===== src/rtl/qa_drv_hc_rx_line_splitter.sv =====
// ---------------------------------------------------------------------------
// qa_drv_hc_rx_line_splitter
//
// Purpose:
//   Takes 512-bit cache lines from the host-to-FPGA ring-buffer reader and
//   hands their payload to the channel client as narrow chunks.
//   - Chunk 0 of every line is a header. Its low N_CNT_BITS bits give the
//     number of payload chunks that follow.
//   - Only payload chunks 1..cnt are emitted.
//   - A line with cnt == 0 is dequeued and dropped.
//   - A count larger than N_CHUNKS-1 is clamped to N_CHUNKS-1. It also
//     sets the sticky hdr_err flag.
//   - The next line is loaded in the same cycle that the last chunk of the
//     current line is consumed, so there is no gap between lines.
//
// Optional build macro:
//   QA_DRV_HC_RX_SPLIT_STATS_EN
//     Defined:   stat_lines / stat_chunks are live 32-bit wrapping counters.
//     Undefined: both outputs are tied to zero.
//
// Ports:
//   clk         in   single clock
//   reset_n     in   asynchronous active-low reset
//   line_data   in   head line from the upstream reader (first-word-fall-through)
//   line_rdy    in   line_data is valid
//   line_deq    out  pops the upstream line this cycle (combinational)
//   chunk_data  out  current payload chunk (muxed from the line register)
//   chunk_rdy   out  chunk_data is valid
//   chunk_deq   in   client consumes chunk_data this cycle
//   hdr_err     out  sticky: a header count exceeded N_CHUNKS-1
//   stat_lines  out  lines dequeued (optional counter)
//   stat_chunks out  chunks consumed (optional counter)
// ---------------------------------------------------------------------------
module qa_drv_hc_rx_line_splitter #(
  parameter int N_CHUNK_BITS = 64,
  parameter int N_CNT_BITS   = 4,
  localparam int CCI_CLDATA_WIDTH = 512
) (
  input  logic                        clk,
  input  logic                        reset_n,
  input  logic [CCI_CLDATA_WIDTH-1:0] line_data,
  input  logic                        line_rdy,
  output logic                        line_deq,
  output logic [N_CHUNK_BITS-1:0]     chunk_data,
  output logic                        chunk_rdy,
  input  logic                        chunk_deq,
  output logic                        hdr_err,
  output logic [31:0]                 stat_lines,
  output logic [31:0]                 stat_chunks
);

  localparam int N_CHUNKS = CCI_CLDATA_WIDTH / N_CHUNK_BITS;
  localparam int IDX_W    = (N_CHUNKS > 1) ? $clog2(N_CHUNKS) : 1;

  localparam logic [N_CNT_BITS-1:0] MAX_CNT  = N_CNT_BITS'(N_CHUNKS - 1);
  localparam logic [IDX_W-1:0]      MAX_IDX  = IDX_W'(N_CHUNKS - 1);
  localparam logic [IDX_W-1:0]      IDX_ONE  = IDX_W'(1);
  localparam logic [IDX_W-1:0]      IDX_ZERO = '0;

  typedef enum logic {
    S_IDLE = 1'b0,
    S_EMIT = 1'b1
  } state_e;

  state_e                      state_q, state_d;
  logic [CCI_CLDATA_WIDTH-1:0] line_buf_q, line_buf_d;
  logic [IDX_W-1:0]            idx_q, idx_d;
  logic [IDX_W-1:0]            last_q, last_d;
  logic                        hdr_err_q, hdr_err_d;
  logic                        load;

  // -------------------------------------------------------------------------
  // Header decode on the incoming line. Only the low N_CNT_BITS bits of
  // chunk 0 are significant; the remaining header bits are ignored.
  // -------------------------------------------------------------------------
  logic [N_CNT_BITS-1:0] hdr_cnt;
  logic                  cnt_over;
  logic [IDX_W-1:0]      eff_cnt;

  assign hdr_cnt  = line_data[N_CNT_BITS-1:0];
  assign cnt_over = (hdr_cnt > MAX_CNT);
  assign eff_cnt  = cnt_over ? MAX_IDX : hdr_cnt[IDX_W-1:0];

  // -------------------------------------------------------------------------
  // Split the registered line into addressable chunks.
  // The output mux reads only from the line register, so line_data has no
  // combinational path to chunk_data.
  // -------------------------------------------------------------------------
  logic [N_CHUNK_BITS-1:0] buf_chunk [N_CHUNKS];

  for (genvar gi = 0; gi < N_CHUNKS; gi++) begin : g_chunk
    assign buf_chunk[gi] = line_buf_q[gi*N_CHUNK_BITS +: N_CHUNK_BITS];
  end

  assign chunk_data = buf_chunk[idx_q];
  assign chunk_rdy  = (state_q == S_EMIT);
  assign line_deq   = load;
  assign hdr_err    = hdr_err_q;

  // -------------------------------------------------------------------------
  // Next-state logic.
  // A line is loaded from IDLE as soon as one is offered. From EMIT, a line
  // is loaded when the final chunk is consumed and another line is waiting.
  // Both paths share the same load block below, including the cnt == 0
  // drop rule.
  // -------------------------------------------------------------------------
  always_comb begin
    state_d    = state_q;
    line_buf_d = line_buf_q;
    idx_d      = idx_q;
    last_d     = last_q;
    hdr_err_d  = hdr_err_q;
    load       = 1'b0;

    case (state_q)
      S_IDLE: begin
        load = line_rdy;
      end
      S_EMIT: begin
        if (chunk_deq) begin
          if (idx_q != last_q) begin
            idx_d = idx_q + IDX_ONE;
          end else begin
            load = line_rdy;
            if (!line_rdy) begin
              state_d = S_IDLE;
            end
          end
        end
      end
      default: begin
        state_d = S_IDLE;
      end
    endcase

    if (load) begin
      line_buf_d = line_data;
      last_d     = eff_cnt;
      idx_d      = IDX_ONE;
      hdr_err_d  = hdr_err_q | cnt_over;
      state_d    = (eff_cnt != IDX_ZERO) ? S_EMIT : S_IDLE;
    end
  end

  always_ff @(posedge clk or negedge reset_n) begin
    if (!reset_n) begin
      state_q    <= S_IDLE;
      line_buf_q <= '0;
      idx_q      <= IDX_ONE;
      last_q     <= IDX_ZERO;
      hdr_err_q  <= 1'b0;
    end else begin
      state_q    <= state_d;
      line_buf_q <= line_buf_d;
      idx_q      <= idx_d;
      last_q     <= last_d;
      hdr_err_q  <= hdr_err_d;
    end
  end

  // -------------------------------------------------------------------------
  // Statistics counters.
  // -------------------------------------------------------------------------
`ifdef QA_DRV_HC_RX_SPLIT_STATS_EN
  logic [31:0] stat_lines_q, stat_lines_d;
  logic [31:0] stat_chunks_q, stat_chunks_d;

  always_comb begin
    stat_lines_d  = stat_lines_q;
    stat_chunks_d = stat_chunks_q;
    if (load) begin
      stat_lines_d = stat_lines_q + 32'd1;
    end
    // A chunk_deq counts only while a chunk is actually being offered.
    if (chunk_rdy && chunk_deq) begin
      stat_chunks_d = stat_chunks_q + 32'd1;
    end
  end

  always_ff @(posedge clk or negedge reset_n) begin
    if (!reset_n) begin
      stat_lines_q  <= '0;
      stat_chunks_q <= '0;
    end else begin
      stat_lines_q  <= stat_lines_d;
      stat_chunks_q <= stat_chunks_d;
    end
  end

  assign stat_lines  = stat_lines_q;
  assign stat_chunks = stat_chunks_q;
`else
  assign stat_lines  = 32'd0;
  assign stat_chunks = 32'd0;
`endif

endmodule


===== config.mk =====
export PLATFORM = sky130hd
export DESIGN_NAME = qa_drv_hc_rx_line_splitter
export DESIGN_NICKNAME = d
export VERILOG_FILES = /design/src/rtl/qa_drv_hc_rx_line_splitter.sv
export SDC_FILE = /design/constraint.sdc
export NUM_CORES = 1
export LEC_CHECK = 0
export BUFFER_PORTS_ARGS = -buffer_cell sky130_fd_sc_hd__buf_2
export CAP_MARGIN = 20
export CORE_MARGIN = 1
export CORE_UTILIZATION = 25
export DETAILED_ROUTE_END_ITERATION = 8
export PLACE_DENSITY = 0.54
export SYNTH_ARGS = -nofsm -noshare
export SYNTH_HDL_FRONTEND = slang
export SYNTH_SLANG_ARGS = --single-unit

===== constraint.sdc =====
create_clock -name clk -period 4.19 [get_ports clk]
set_input_delay 0.2095 -clock clk [delete_from_list [all_inputs] [get_ports clk]]
set_output_delay 0.2095 -clock clk [all_outputs]
set_load 0.01 [all_outputs]

==> flow_metrics.env <==
export IMPL_critPathLaunchType="flop"
export IMPL_vias=16459
export IMPL_async_reset_ff_frac=1.00
export IMPL_final_core_util=0.373
export IMPL_min_period_over_period=0.832
export IMPL_synth_top_area_share=0.549
export IMPL_relSlewSlack=0.307
export IMPL_timing_final_ws_setup_ps=704
export IMPL_synthCells=1421
export IMPL_finClkSkew_ps=37.1
export IMPL_clk_insertion_delay_late_ps=660
export IMPL_die_height_um=310
export IMPL_cts_root_buf="clkbuf_16"
export IMPL_rsz0062_at_grt="false"
export IMPL_coreArea_um2=93600
export IMPL_row_count=112
export IMPL_fin_tns_setup_ps=0
export IMPL_io_pins=647
export IMPL_synthTopCellsByArea="dfrtp_1, mux2_2, mux4_2, buf_4, clkbuf_1"
export IMPL_worst_ep_required_time_ps=3980
export IMPL_max_cap_viol_count=0
export IMPL_synth_seq_cells=520
export IMPL_power_density_nw_per_um2=719
export IMPL_dr_pass1_iters=4
export IMPL_critPathBufInv=2
export IMPL_h_tree_depth=2
export IMPL_drtIter0Drc=589
export IMPL_power_leakage_nw=15.2
export IMPL_fp_dieW_um=310
export IMPL_grt_use_total=0.145
export IMPL_cp_max_fo=52
export IMPL_critPathMaxStageDelay_ps=700
export IMPL_synth_area_per_cell_um2=16.7
export IMPL_clock_path_buffers=3
export IMPL_fillers=8866
export IMPL_grt_first_pass_wirelength_um=108000
export IMPL_slowest_stage="o41ai_4"
export IMPL_gp_congestion=0.796
export IMPL_ys_seq_area_frac=0.550
export IMPL_viasPerCell=4.30
export IMPL_dpl_instance_area_um2=27700
export IMPL_critPathLaunch="idx_q[2]"
export IMPL_ys_warn_count=0
export IMPL_synth_edf_count=0
export IMPL_ir_drop_mv=0.447
export IMPL_crit_reg2reg_launch="idx_q[2]"
export IMPL_area_delta_synth_final_pct=47.4
export IMPL_post_drt_wl_per_cell_um=18.4
export IMPL_dieArea_um2=95900
export IMPL_critPathCaptureType="primary output"
export IMPL_min_path_type="primary input to asynchronous set/reset pin"
export IMPL_finalHoldViolations=0
export IMPL_numCtsBuffers=60
export IMPL_cts_tree="built"
export IMPL_synth_area_leader_cell="dfrtp_1"
export IMPL_io_buffers=582
export IMPL_finalPower_w=0.0251
export IMPL_setup_viol=0
export IMPL_post_cts_resized=0
export IMPL_netlist_top_cells_count="mux2_2, dfrtp_1, mux4_2"
export IMPL_place_hpwl_um=48300
export IMPL_path_class="flop to primary output"
export IMPL_worstPathCellList="xor2_1, o41ai_4, buf_4, buf_2"
export IMPL_grt_overflow_total=0
export IMPL_ys_flop_type="dfrtp_1"
export IMPL_grt_max_degree=117
export IMPL_postRouteAntennaNets=0
export IMPL_clk_pin_slew_ps=60
export IMPL_cp_data_arrival_time_ps=3280
export IMPL_nNetsFinal=3029
export IMPL_fin_area_um2=34900
export IMPL_clock_fmax_mhz=287
export IMPL_cts_sinks=520
export IMPL_tightestPinTransition_ps=1040
export IMPL_fin_crit_ps=3490
export IMPL_initial_core_util=0.253
export IMPL_place_ws_ps=1270
export IMPL_drive_above_1_share=0.550
export IMPL_routed_wl_um=70400
export IMPL_netlist_area_um2=23700
export IMPL_ys_types=27
export IMPL_drc=0
export IMPL_outcome="finished clean"
export IMPL_synth_most_common_cell="mux2_2"
export IMPL_antenna_found_initial=19
export IMPL_crit_family="buffers and inverters"
export IMPL_grt_pass1_vias=18721
export IMPL_drv_slew=0
[report_power, final]
| group | total, W | internal (W) | leakage (nW) | switching (W) |
|---|---|---|---|---|
| clock | 0.00521 | 0.00303 | 0.942 | 0.00218 |
| combinational | 0.0108 | 0.00650 | 8.02 | 0.00434 |
| sequential | 0.00903 | 0.00763 | 6.23 | 0.00141 |
[sequential cells by signal (all words and copies together), names as in the netlist]
signal and cells:
line_buf_q 512, idx_q 3, last_q 3, chunk_rdy 1
hdr_err 1
[final timing paths]
check	slack, ps	to	cells after the start
hold / removal	200	line_buf_q[486]	2
hold reg to reg	450	hdr_err	1
setup / recovery	700	line_deq	4
min in group clk	320	line_buf_q[191]	3
max in group asynchronous	2670	line_buf_q[487]	3
setup reg to reg	1240	line_buf_q[338]	4
[stage by stage]
| step | std cells | hold WS, ps |
|---|---|---|
| global placement | 3188 | 344 |
| finish | 3825 | 196 |
| floorplan | 1484 | -86.1 |
| CTS | 3811 | 235 |
| detailed placement | 3188 | 366 |
| global route | 3823 | 286 |
[cell type report]
| type | count | area, um^2 | share of cell area |
|---|---|---|---|
| diodes | 14 | 35.0 | 0.00100 |
| clock buffers | 90 | 1730 | 0.0497 |
| clock inverters | 17 | 208 | 0.00596 |
| multi-input cells | 806 | 9860 | 0.283 |
| flip-flops and latches | 520 | 13000 | 0.373 |
| well taps | 1254 | 1570 | 0.0450 |
| repair buffers | 1124 | 8450 | 0.242 |
[cells in the final DEF (no fill, tap or decap), types with 3 or more instances in the layout]
master         Yosys  layout
a21oi_1            4       4
buf_12             0      13
buf_2             17     581
buf_4            114      13
bufinv_16          0       3
clkbuf_1          25      18
clkbuf_16          0      60
clkbuf_8           0      12
clkinv_2           0       6
clkinvlp_4         0       3
conb_1             1      64
dfrtp_1          519     517
diode_2            0      14
dlygate4sd3_1      0     516
mux2_2           577     577
mux4_2           128     128
nand2_1            4       4
nor2_1             9       9
xor2_1             3       3
[repair_timing]
action | in CTS | in global routing
endpoints found under the hold margin | 628 | 0
buffers inserted | 0 | 0
hold buffers | 516 | 0
[metal layers]
metal | GRT usage | vias up | wire [um]
met4 | 0.0648 | 2 | 2550
met2 | 0.258 | 474 | 37100
met5 | 0 | - | 7
met1 | 0.170 | 8448 | 27400
met3 | 0.0260 | 159 | 3280
li1 | - | 7376 | -
[logic make-up after synthesis]
group / synth area share
AND/OR/NAND/NOR: 0.00449
XOR/XNOR: 0.00111
AO/OA/AOI/OAI: 0.00296
flip-flops: 0.550
multiplexers: 0.397
buffers and inverters: 0.0440
adder cells (fa/ha/maj): 0.000529
other: 0.000158
Note: power is estimated with default switching activity, not from simulation.
